--- src/rtl/instr_decode.sv ---
// instr_decode: MIPS ID stage - decode, register file, branch and hazard resolution.
// Optional feature macro: DECODE_WB_BYPASS_EN (write-first register file reads).

`ifndef INSTR_WIDTH
`define INSTR_WIDTH 32
`endif
`ifndef ADDR_WIDTH
`define ADDR_WIDTH 32
`endif

module instr_decode #(
    parameter int REG_AW = 5,
    parameter int DATA_W = 32
) (
    input  logic                    clk_87,
    input  logic                    rst_87,
    input  logic [`INSTR_WIDTH-1:0] instr_87,
    input  logic [`ADDR_WIDTH-1:0]  npc_87,
    input  logic                    wb_en_87,
    input  logic [REG_AW-1:0]       wb_addr_87,
    input  logic [DATA_W-1:0]       wb_data_87,
    input  logic                    ex_wr_87,
    input  logic [REG_AW-1:0]       ex_rd_87,
    input  logic                    ex_ld_87,
    input  logic                    mem_wr_87,
    input  logic [REG_AW-1:0]       mem_rd_87,
    output logic [`ADDR_WIDTH-1:0]  br_pc_87,
    output logic                    br_sel_87,
    output logic                    id_valid_87,
    output logic [DATA_W-1:0]       id_rs_87,
    output logic [DATA_W-1:0]       id_rt_87,
    output logic [DATA_W-1:0]       id_imm_87,
    output logic [REG_AW-1:0]       id_dst_87,
    output logic [3:0]              id_alu_87,
    output logic [4:0]              id_ctl_87,
    output logic [`ADDR_WIDTH-1:0]  id_npc_87,
    output logic                    id_illegal_87
);
    localparam int AW   = `ADDR_WIDTH;
    localparam int NREG = 1 << REG_AW;

    localparam logic [3:0] ALU_ADD = 4'd0;
    localparam logic [3:0] ALU_SUB = 4'd1;
    localparam logic [3:0] ALU_AND = 4'd2;
    localparam logic [3:0] ALU_OR  = 4'd3;
    localparam logic [3:0] ALU_XOR = 4'd4;
    localparam logic [3:0] ALU_NOR = 4'd5;
    localparam logic [3:0] ALU_SLT = 4'd6;
    localparam logic [3:0] ALU_SLL = 4'd7;
    localparam logic [3:0] ALU_SRL = 4'd8;
    localparam logic [3:0] ALU_LUI = 4'd9;

    typedef enum logic {S_RUN, S_WAIT} state_t;

    state_t            state_q, state_d;
    logic [AW-1:0]     expect_q, expect_d;
    logic [DATA_W-1:0] rf_q [NREG];

    logic              valid_q, valid_d;
    logic [DATA_W-1:0] rs_q, rs_d;
    logic [DATA_W-1:0] rt_q, rt_d;
    logic [DATA_W-1:0] imm_q, imm_d;
    logic [REG_AW-1:0] dst_q, dst_d;
    logic [3:0]        alu_q, alu_d;
    logic [4:0]        ctl_q, ctl_d;
    logic [AW-1:0]     npc_q, npc_d;
    logic              ill_q, ill_d;

    logic [5:0]        op;
    logic [5:0]        funct;
    logic [REG_AW-1:0] rs;
    logic [REG_AW-1:0] rt;
    logic [REG_AW-1:0] rd;
    logic [15:0]       imm16;
    logic [25:0]       imm26;

    assign op    = instr_87[31:26];
    assign rs    = instr_87[25:21];
    assign rt    = instr_87[20:16];
    assign rd    = instr_87[15:11];
    assign funct = instr_87[5:0];
    assign imm16 = instr_87[15:0];
    assign imm26 = instr_87[25:0];

    logic       legal, rw, mr, mw, m2r, asrc;
    logic       use_rs, use_rt, is_br, is_bne, is_j, is_jr;
    logic       zext, is_lui, dst_rd;
    logic [3:0] alu;

    always_comb begin
        legal  = 1'b0;
        rw     = 1'b0;
        mr     = 1'b0;
        mw     = 1'b0;
        m2r    = 1'b0;
        asrc   = 1'b0;
        use_rs = 1'b0;
        use_rt = 1'b0;
        is_br  = 1'b0;
        is_bne = 1'b0;
        is_j   = 1'b0;
        is_jr  = 1'b0;
        zext   = 1'b0;
        is_lui = 1'b0;
        dst_rd = 1'b0;
        alu    = ALU_ADD;
        unique case (op)
            6'h00: begin
                legal  = 1'b1;
                rw     = 1'b1;
                use_rs = 1'b1;
                use_rt = 1'b1;
                dst_rd = 1'b1;
                unique case (funct)
                    6'h20, 6'h21: alu = ALU_ADD;
                    6'h22, 6'h23: alu = ALU_SUB;
                    6'h24: alu = ALU_AND;
                    6'h25: alu = ALU_OR;
                    6'h26: alu = ALU_XOR;
                    6'h27: alu = ALU_NOR;
                    6'h2A: alu = ALU_SLT;
                    6'h00: begin
                        alu    = ALU_SLL;
                        use_rs = 1'b0;
                    end
                    6'h02: begin
                        alu    = ALU_SRL;
                        use_rs = 1'b0;
                    end
                    6'h08: begin
                        rw     = 1'b0;
                        use_rt = 1'b0;
                        is_jr  = 1'b1;
                    end
                    default: begin
                        legal  = 1'b0;
                        rw     = 1'b0;
                        use_rs = 1'b0;
                        use_rt = 1'b0;
                    end
                endcase
            end
            6'h08, 6'h09, 6'h0A, 6'h0C, 6'h0D, 6'h0E: begin
                legal  = 1'b1;
                rw     = 1'b1;
                asrc   = 1'b1;
                use_rs = 1'b1;
                zext   = op[2];
                unique case (op[2:0])
                    3'd2:    alu = ALU_SLT;
                    3'd4:    alu = ALU_AND;
                    3'd5:    alu = ALU_OR;
                    3'd6:    alu = ALU_XOR;
                    default: alu = ALU_ADD;
                endcase
            end
            6'h0F: begin
                legal  = 1'b1;
                rw     = 1'b1;
                asrc   = 1'b1;
                is_lui = 1'b1;
                alu    = ALU_LUI;
            end
            6'h23: begin
                legal  = 1'b1;
                rw     = 1'b1;
                mr     = 1'b1;
                m2r    = 1'b1;
                asrc   = 1'b1;
                use_rs = 1'b1;
            end
            6'h2B: begin
                legal  = 1'b1;
                mw     = 1'b1;
                asrc   = 1'b1;
                use_rs = 1'b1;
                use_rt = 1'b1;
            end
            6'h04, 6'h05: begin
                legal  = 1'b1;
                use_rs = 1'b1;
                use_rt = 1'b1;
                is_br  = 1'b1;
                is_bne = op[0];
                alu    = ALU_SUB;
            end
            6'h02: begin
                legal = 1'b1;
                is_j  = 1'b1;
            end
            default: ;
        endcase
        // The all-zero word is sll $0,$0,0 and must never write back
        if (instr_87 == '0) rw = 1'b0;
    end

    logic [DATA_W-1:0] rs_val, rt_val;

    always_comb begin
        rs_val = rf_q[rs];
        rt_val = rf_q[rt];
`ifdef DECODE_WB_BYPASS_EN
        if (wb_en_87 && wb_addr_87 != '0 && wb_addr_87 == rs) rs_val = wb_data_87;
        if (wb_en_87 && wb_addr_87 != '0 && wb_addr_87 == rt) rt_val = wb_data_87;
`endif
    end

    logic hit_ex, hit_mem, hit_wb;
    logic ld_hz, br_hz, wb_hz, hz;

    assign hit_ex  = ex_rd_87 != '0 &&
                     ((use_rs && rs == ex_rd_87) || (use_rt && rt == ex_rd_87));
    assign hit_mem = mem_rd_87 != '0 &&
                     ((use_rs && rs == mem_rd_87) || (use_rt && rt == mem_rd_87));
    assign hit_wb  = wb_addr_87 != '0 &&
                     ((use_rs && rs == wb_addr_87) || (use_rt && rt == wb_addr_87));

    assign ld_hz = ex_ld_87 && hit_ex;
    assign br_hz = (is_br || is_jr) &&
                   ((ex_wr_87 && hit_ex) || (mem_wr_87 && hit_mem));
`ifdef DECODE_WB_BYPASS_EN
    assign wb_hz = 1'b0;
`else
    assign wb_hz = wb_en_87 && hit_wb;
`endif
    assign hz = ld_hz || br_hz || wb_hz;

    logic          taken;
    logic [AW-1:0] target;
    logic [AW-1:0] br_off;
    logic [DATA_W-1:0] imm_ext;

    assign br_off = {{(AW-18){imm16[15]}}, imm16, 2'b00};
    assign taken  = is_j || is_jr ||
                    (is_br && (is_bne ? (rs_val != rt_val) : (rs_val == rt_val)));

    always_comb begin
        if (is_jr)     target = AW'(rs_val);
        else if (is_j) target = {npc_87[AW-1:28], imm26, 2'b00};
        else           target = npc_87 + br_off;
    end

    always_comb begin
        if (is_lui)    imm_ext = {imm16, {(DATA_W-16){1'b0}}};
        else if (zext) imm_ext = {{(DATA_W-16){1'b0}}, imm16};
        else           imm_ext = {{(DATA_W-16){imm16[15]}}, imm16};
    end

    logic accept, drop, bad, stall, xfer, go, load;

    assign accept = (state_q == S_RUN) || (npc_87 == expect_q);
    assign drop   = !accept;
    assign bad    = accept && !legal;
    assign stall  = accept && legal && hz;
    assign xfer   = accept && legal && !hz && taken;
    assign go     = accept && legal && !hz && !taken;

    always_comb begin
        state_d   = state_q;
        expect_d  = expect_q;
        ill_d     = ill_q;
        br_sel_87 = 1'b0;
        br_pc_87  = '0;
        load      = 1'b0;
        unique case (1'b1)
            drop: ;
            bad: begin
                ill_d   = 1'b1;
                state_d = S_RUN;
            end
            stall: begin
                br_sel_87 = 1'b1;
                br_pc_87  = npc_87 - AW'(4);
                state_d   = S_WAIT;
                expect_d  = npc_87;
            end
            xfer: begin
                br_sel_87 = 1'b1;
                br_pc_87  = target;
                state_d   = S_WAIT;
                expect_d  = target + AW'(4);
                load      = 1'b1;
            end
            go: begin
                state_d = S_RUN;
                load    = 1'b1;
            end
            default: ;
        endcase
        if (rst_87) br_sel_87 = 1'b0;

        valid_d = load;
        rs_d    = load ? rs_val : '0;
        rt_d    = load ? rt_val : '0;
        imm_d   = load ? imm_ext : '0;
        dst_d   = load ? (dst_rd ? rd : rt) : '0;
        alu_d   = load ? alu : 4'd0;
        ctl_d   = load ? {rw, mr, mw, m2r, asrc} : 5'd0;
        npc_d   = load ? npc_87 : '0;
    end

    always_ff @(posedge clk_87) begin
        if (rst_87) begin
            state_q  <= S_RUN;
            expect_q <= '0;
            ill_q    <= 1'b0;
            valid_q  <= 1'b0;
            rs_q     <= '0;
            rt_q     <= '0;
            imm_q    <= '0;
            dst_q    <= '0;
            alu_q    <= '0;
            ctl_q    <= '0;
            npc_q    <= '0;
        end else begin
            state_q  <= state_d;
            expect_q <= expect_d;
            ill_q    <= ill_d;
            valid_q  <= valid_d;
            rs_q     <= rs_d;
            rt_q     <= rt_d;
            imm_q    <= imm_d;
            dst_q    <= dst_d;
            alu_q    <= alu_d;
            ctl_q    <= ctl_d;
            npc_q    <= npc_d;
        end
    end

    always_ff @(posedge clk_87) begin
        if (rst_87) begin
            for (int i = 0; i < NREG; i++) rf_q[i] <= '0;
        end else if (wb_en_87 && wb_addr_87 != '0) begin
            rf_q[wb_addr_87] <= wb_data_87;
        end
    end

    assign id_valid_87   = valid_q;
    assign id_rs_87      = rs_q;
    assign id_rt_87      = rt_q;
    assign id_imm_87     = imm_q;
    assign id_dst_87     = dst_q;
    assign id_alu_87     = alu_q;
    assign id_ctl_87     = ctl_q;
    assign id_npc_87     = npc_q;
    assign id_illegal_87 = ill_q;

endmodule

--- config.mk ---
export PLATFORM = sky130hd
export DESIGN_NAME = instr_decode
export DESIGN_NICKNAME = d
export VERILOG_FILES = /design/src/rtl/instr_decode.sv
export SDC_FILE = /design/constraint.sdc
export NUM_CORES = 2
export LEC_CHECK = 0
export CAP_MARGIN = 40
export CORE_MARGIN = 4
export CORE_UTILIZATION = 33
export CTS_CLUSTER_DIAMETER = 60
export CTS_CLUSTER_SIZE = 24
export DETAILED_ROUTE_END_ITERATION = 10
export SLEW_MARGIN = 20
export SYNTH_ARGS = -nofsm -noshare
export SYNTH_HDL_FRONTEND = slang
export SYNTH_SLANG_ARGS = --single-unit
--- constraint.sdc ---
create_clock -name clk_87 -period 7.6 [get_ports clk_87]
set_input_delay 1.52 -clock clk_87 [delete_from_list [all_inputs] [get_ports clk_87]]
set_output_delay 1.52 -clock clk_87 [all_outputs]
set_load 0.005 [all_outputs]
* Word-level counts from Yosys, hierarchy flattened *
Memories as Yosys holds them, arrays and structs flattened.
Cells that the tools add are included.

operators by class
  reduce and logical (&&, ||, !) cells = 61
  add/sub/neg operators = 3
  equality and inequality tests = 36
  bitwise logic cells = 2
  multiplexer cells = 41

operators with widths
  operator                                             number
  two-way mux 32 bit                                   5
  one-hot mux 32 bit (2 select lines)                  2
  == test 6 bit (second input constant)                11
  == test 32 bit                                       2
  == test 6 x 4 -> 1 bit (second input constant)       8
  adder 32 x 3 -> 32 bit (second input constant)       1
  adder 32 bit                                         1
  zero test 32 bit                                     1
  inequality test 32 bit                               1
  one-hot mux 4 bit (8 select lines)                   1
  OR reduction 32 bit                                  1
  subtractor 32 x 3 -> 32 bit (second input constant)  1
  == test 5 bit                                        6
  two-way mux 1 bit                                    24
  OR reduction 12 bit                                  2
  logical AND 1 bit                                    22
  OR reduction 10 bit                                  2
  one-hot mux 4 bit (4 select lines)                   1
  nonzero test 5 bit                                   3
  == test 6 x 2 -> 1 bit (second input constant)       2
  == test 6 x 3 -> 1 bit (second input constant)       2
  zero test 6 bit                                      2
  one-hot mux 3 bit (4 select lines)                   1
  OR reduction 2 bit                                   6
  other kinds (13)                                     35

storage, ports and cells
  output and inout port bits = 177
  memories kept = 1
  register bits after elaboration = 177
  bits in writable memories = 1,024
  word-level logic and storage cells = 157

memory list
  memory  words  width  rd ports  clocked after memory_dff  write ports  RTL line  text
  rf_q    32     32     2         0                         32           57        logic [DATA_W-1:0] rf_q [NREG];

* Longest topological paths before layout *
  depth in word-level cells = 19
  gate-level depth with buffers = 19
  depth with buffers taken out = 13

* Worst setup path after synthesis *
Ideal clock, no wire load.

  kind = input to output
  start = input instr_87[17]
  end = output br_pc_87[13]
  buffers on the path = 6
  arrival = 4.909 ns
  stages on the path = 14
  slack = 1.171 ns
  required time = 6.080 ns
  cells stage by stage = buf_4 > buf_4 > buf_2 > mux4_2 > mux4_2 > a221oi_1 > xnor2_1 > nand3_1 > or4_4 > a31o_1 > buf_6 > buf_8 > buf_6 > o22ai_1

between the ends
  longest elaborated chain between the ends = 13
  elaborated cells between the ends (all ways) = 31
  those cells by class = eq/ne: 5; mux: 2; reduce/logical: 23; memory: 1

RTL lines
  item                                                                RTL line  text
  start, declared                                                     17        input logic [`INSTR_WIDTH-1:0] instr_87,
  branches (longest 12 deep; another with memory read (32 x 32 bit))  n/a
  one-hot mux 32 bit (2 select lines) *                               265       unique case (1'b1)
  end, declared                                                       27        output logic [`ADDR_WIDTH-1:0] br_pc_87,

Mark *: on every way between the ends.

* Final worst setup path *
  start = input instr_87[25]
  end = output br_pc_87[23]

Same word-level chain as after synthesis.

==> impl_metrics.json <==
{
  "status": "finished with violations",
  "violations": "negative setup slack",
  "tritoncts": "done",
  "multi_input_area_um2": 29610,
  "dp_hpwl_mm": 198.8,
  "crit_chain": "buf_4 > inv_1 > buf_12 > buf_4 > nand2_1 > buf_4 > o22ai_1 > or3_4 > xor2_1 > buf_4 > nor4_4 > buf_4 > nand3_2 > buf_4 > o31ai_4 > buf_4 > a31o_2 > buf_12 > o22ai_2 > clkdlybuf4s50_1",
  "cts_made_buffers": 107,
  "viasPerCell": 6.020,
  "yosys.area.top_type": "edfxtp_1",
  "end_kind": "output pin",
  "max_stage_delay_ps": 490,
  "seq_area_frac_synth_pct": 52.23,
  "startpoint_type": "input port",
  "die_area_um2": 206000,
  "synthCells": 5053,
  "clk_pin_slew_ps": 70,
  "instances_no_fill": 8371,
  "setup_slack_ps": -46.08,
  "fmax_mhz": 130.8,
  "cp_max_fo": 29,
  "grt_start_max_net_pins": 59,
  "antenna_found_initial": 45,
  "wl_per_cell_um": 34.97,
  "critPathBufInv": 11,
  "cts.path.max_buffers": 3,
  "grt_pass1_vias": 48820,
  "overflow": 0,
  "fillers": 18320,
  "worst_pin_slew_ps": 1019,
  "synth.most_common_cell": "and2_1",
  "power_mw": 16.52,
  "fin_skew_ps": 44.23,
  "ir_drop_mv": 0.2040,
  "start_util_pct": 33.20,
  "synth-main-ff-cell": "edfxtp_1",
  "critPathSlowestCell": "clkdlybuf4s50_1",
  "synth_area_leaders": "edfxtp_1, mux4_2, and2_1, dfxtp_1, mux2_2",
  "drtIter0Drc": 8221,
  "io_buffers": 293,
  "cp_top_family": "buffers and inverters",
  "cap_violations": 0,
  "dp.cells": 8080,
  "clock-sinks": 1200,
  "hold_violations": 0,
  "yosys-top-cells-count": "and2_1, edfxtp_1, mux4_2, clkbuf_1, nor2_1",
  "ant_nets": 0,
  "io_pins": 294,
  "insertion_delay_ps": 800,
  "slew_headroom_pct": 32.04,
  "drv_slew": 0,
  "grt_usage_pct": 27.57,
  "critical_path_class": "in2out",
  "rows": 163,
  "setup_viol": 10,
  "synth-seq-cells": 1200,
  "leakagePower_nw": 28.66,
  "cp_common_cell": "buf_4",
  "core-area_um2": 197600,
  "layout.nets": 5761,
  "p_per_area_nw_per_um2": 206.2,
  "regArea_um2": 34270,
  "worstHoldPathType": "reg2reg",
  "grt_pass1_wl_mm": 397.4,
  "yosysUniqueCellTypes": 100,
  "syn_area_per_cell_um2": 12.99,
  "postCtsHoldBufs": 0,
  "yosysWarnings": 0,
  "die_h_um": 453.9,
  "hold_ws_ps": 480.1,
  "die_w_um": 453.9,
  "drt-total-wl_mm": 292.7,
  "drc_errors": 0,
  "arrival_ps": 6130,
  "synth_edf_count": 1024,
  "postLayoutCellArea_um2": 80140,
  "yosysTopAreaCellShare_pct": 46.86,
  "post-route-util_pct": 40.55,
  "period_minus_slack_ps": 7646,
  "critPathRequiredTime_ps": 6080,
  "syn_area_um2": 65620,
  "gp_congestion": 0.9895,
  "drive_gt1_share_pct": 26.18,
  "async_flop_share_pct": 0,
  "cts_htree_levels": 3,
  "synthToLayoutAreaGrowth_pct": 22.13,
  "num_vias": 50390,
  "dpl_cell_area_um2": 75150,
  "firstDrtPassIters": 8,
  "root_buffer": "clkbuf_16",
  "finalCritPeriodShare_pct": 100.6
}
## cell families after synthesis
group,synth area share (%)
AND/OR/NAND/NOR,15.53
flip-flops,52.23
multiplexers,18.46
AO/OA/AOI/OAI,6.794
buffers and inverters,4.149
XOR/XNOR,2.202
adder cells (fa/ha/maj),0.6216
other,0.005715
## state kept, by name, indices dropped and copies added, names as in the netlist
| register | count |
|---|---|
| id_npc_87 | 32 |
| state_q | 1 |
| id_valid_87 | 1 |
| rf_q | 1024 |
| id_rs_87 | 32 |
| id_alu_87 | 4 |
| id_illegal_87 | 1 |
| id_imm_87 | 32 |
| id_ctl_87 | 4 |
| expect_q | 32 |
| id_rt_87 | 32 |
| id_dst_87 | 5 |
## cell type report
cell class | instances | share of cell area [%]
flip-flops and latches | 1200 | 42.77
multi-input cells | 3358 | 36.95
repair buffers | 912 | 11.25
well taps | 2640 | 4.122
clock buffers | 119 | 3.463
clock inverters | 81 | 1.198
inverters | 33 | 0.1577
diodes | 28 | 0.08743
## where the power goes
group	internal, mW	switching (mW)
clock	2.95	2.95
sequential	7.47	0.180
combinational	1.19	1.78
total	11.6	4.92
## layer usage
layer / up-vias / global-route usage, % / share of wire [%]
met5: - / 0 / 0.075
met4: 20 / 16.60 / 7.2
met3: 950 / 8.458 / 13
met2: 3894 / 41.90 / 44
met1: 25360 / 34.49 / 36
li1: 20170 / - / -
## through the flow
step                setup TNS (ps)  setup WS, ps
floorplan                        0          1171
global placement            -28770        -946.1
detailed placement          -14050        -513.4
CTS                              0         22.87
global route                -722.0        -56.55
finish                      -192.2        -46.08
## layout by cell type, fill, tap and decap left out, types with 32 or more instances in the layout
master	instances
o21ai_0	86
and2_1	1043
mux4_2	356
a21oi_1	98
nand2_1	146
edfxtp_1	1024
buf_8	33
mux2i_1	171
o22ai_1	134
mux2_2	167
nor4_1	45
clkbuf_16	111
dfxtp_1	176
buf_12	51
nor2_1	167
xor2_1	88
buf_4	502
nand3_1	50
inv_1	32
conb_1	32
clkdlybuf4s50_1	270
a221oi_1	50
nor3_1	46
a22oi_1	44
xnor2_1	72
nand4_1	32
## timing repair
| action | in CTS | in global routing |
|---|---|---|
| cloned | 4 | 2 |
| gates resized for setup | 45 | 51 |
| pin swaps | 8 | 9 |
| setup endpoints to repair | 33 | 31 |
| buffers inserted | 15 | 33 |
## worst min-delay path, cell delays in order, from the launching register on
cell      delay, ps
dfxtp_1         330
inv_1            50
a211oi_1         60
## path summary, 6_finish.rpt
check                                               start                        to  slack, ps  cells after the start
worst max-delay path                         instr_87[25]              br_pc_87[23]        -50                     20
worst min-delay path             expect_q[2]$_SDFFE_PP0P_  expect_q[2]$_SDFFE_PP0P_        480                      2
worst max register to register  rf_q[29][7]$_SDFFCE_PN0P_  expect_q[5]$_SDFFE_PP0P_       2920                     17
worst min register to register   expect_q[2]$_SDFFE_PP0P_  expect_q[2]$_SDFFE_PP0P_        480                      2
No activity file was read; power rests on OpenSTA's default activity.
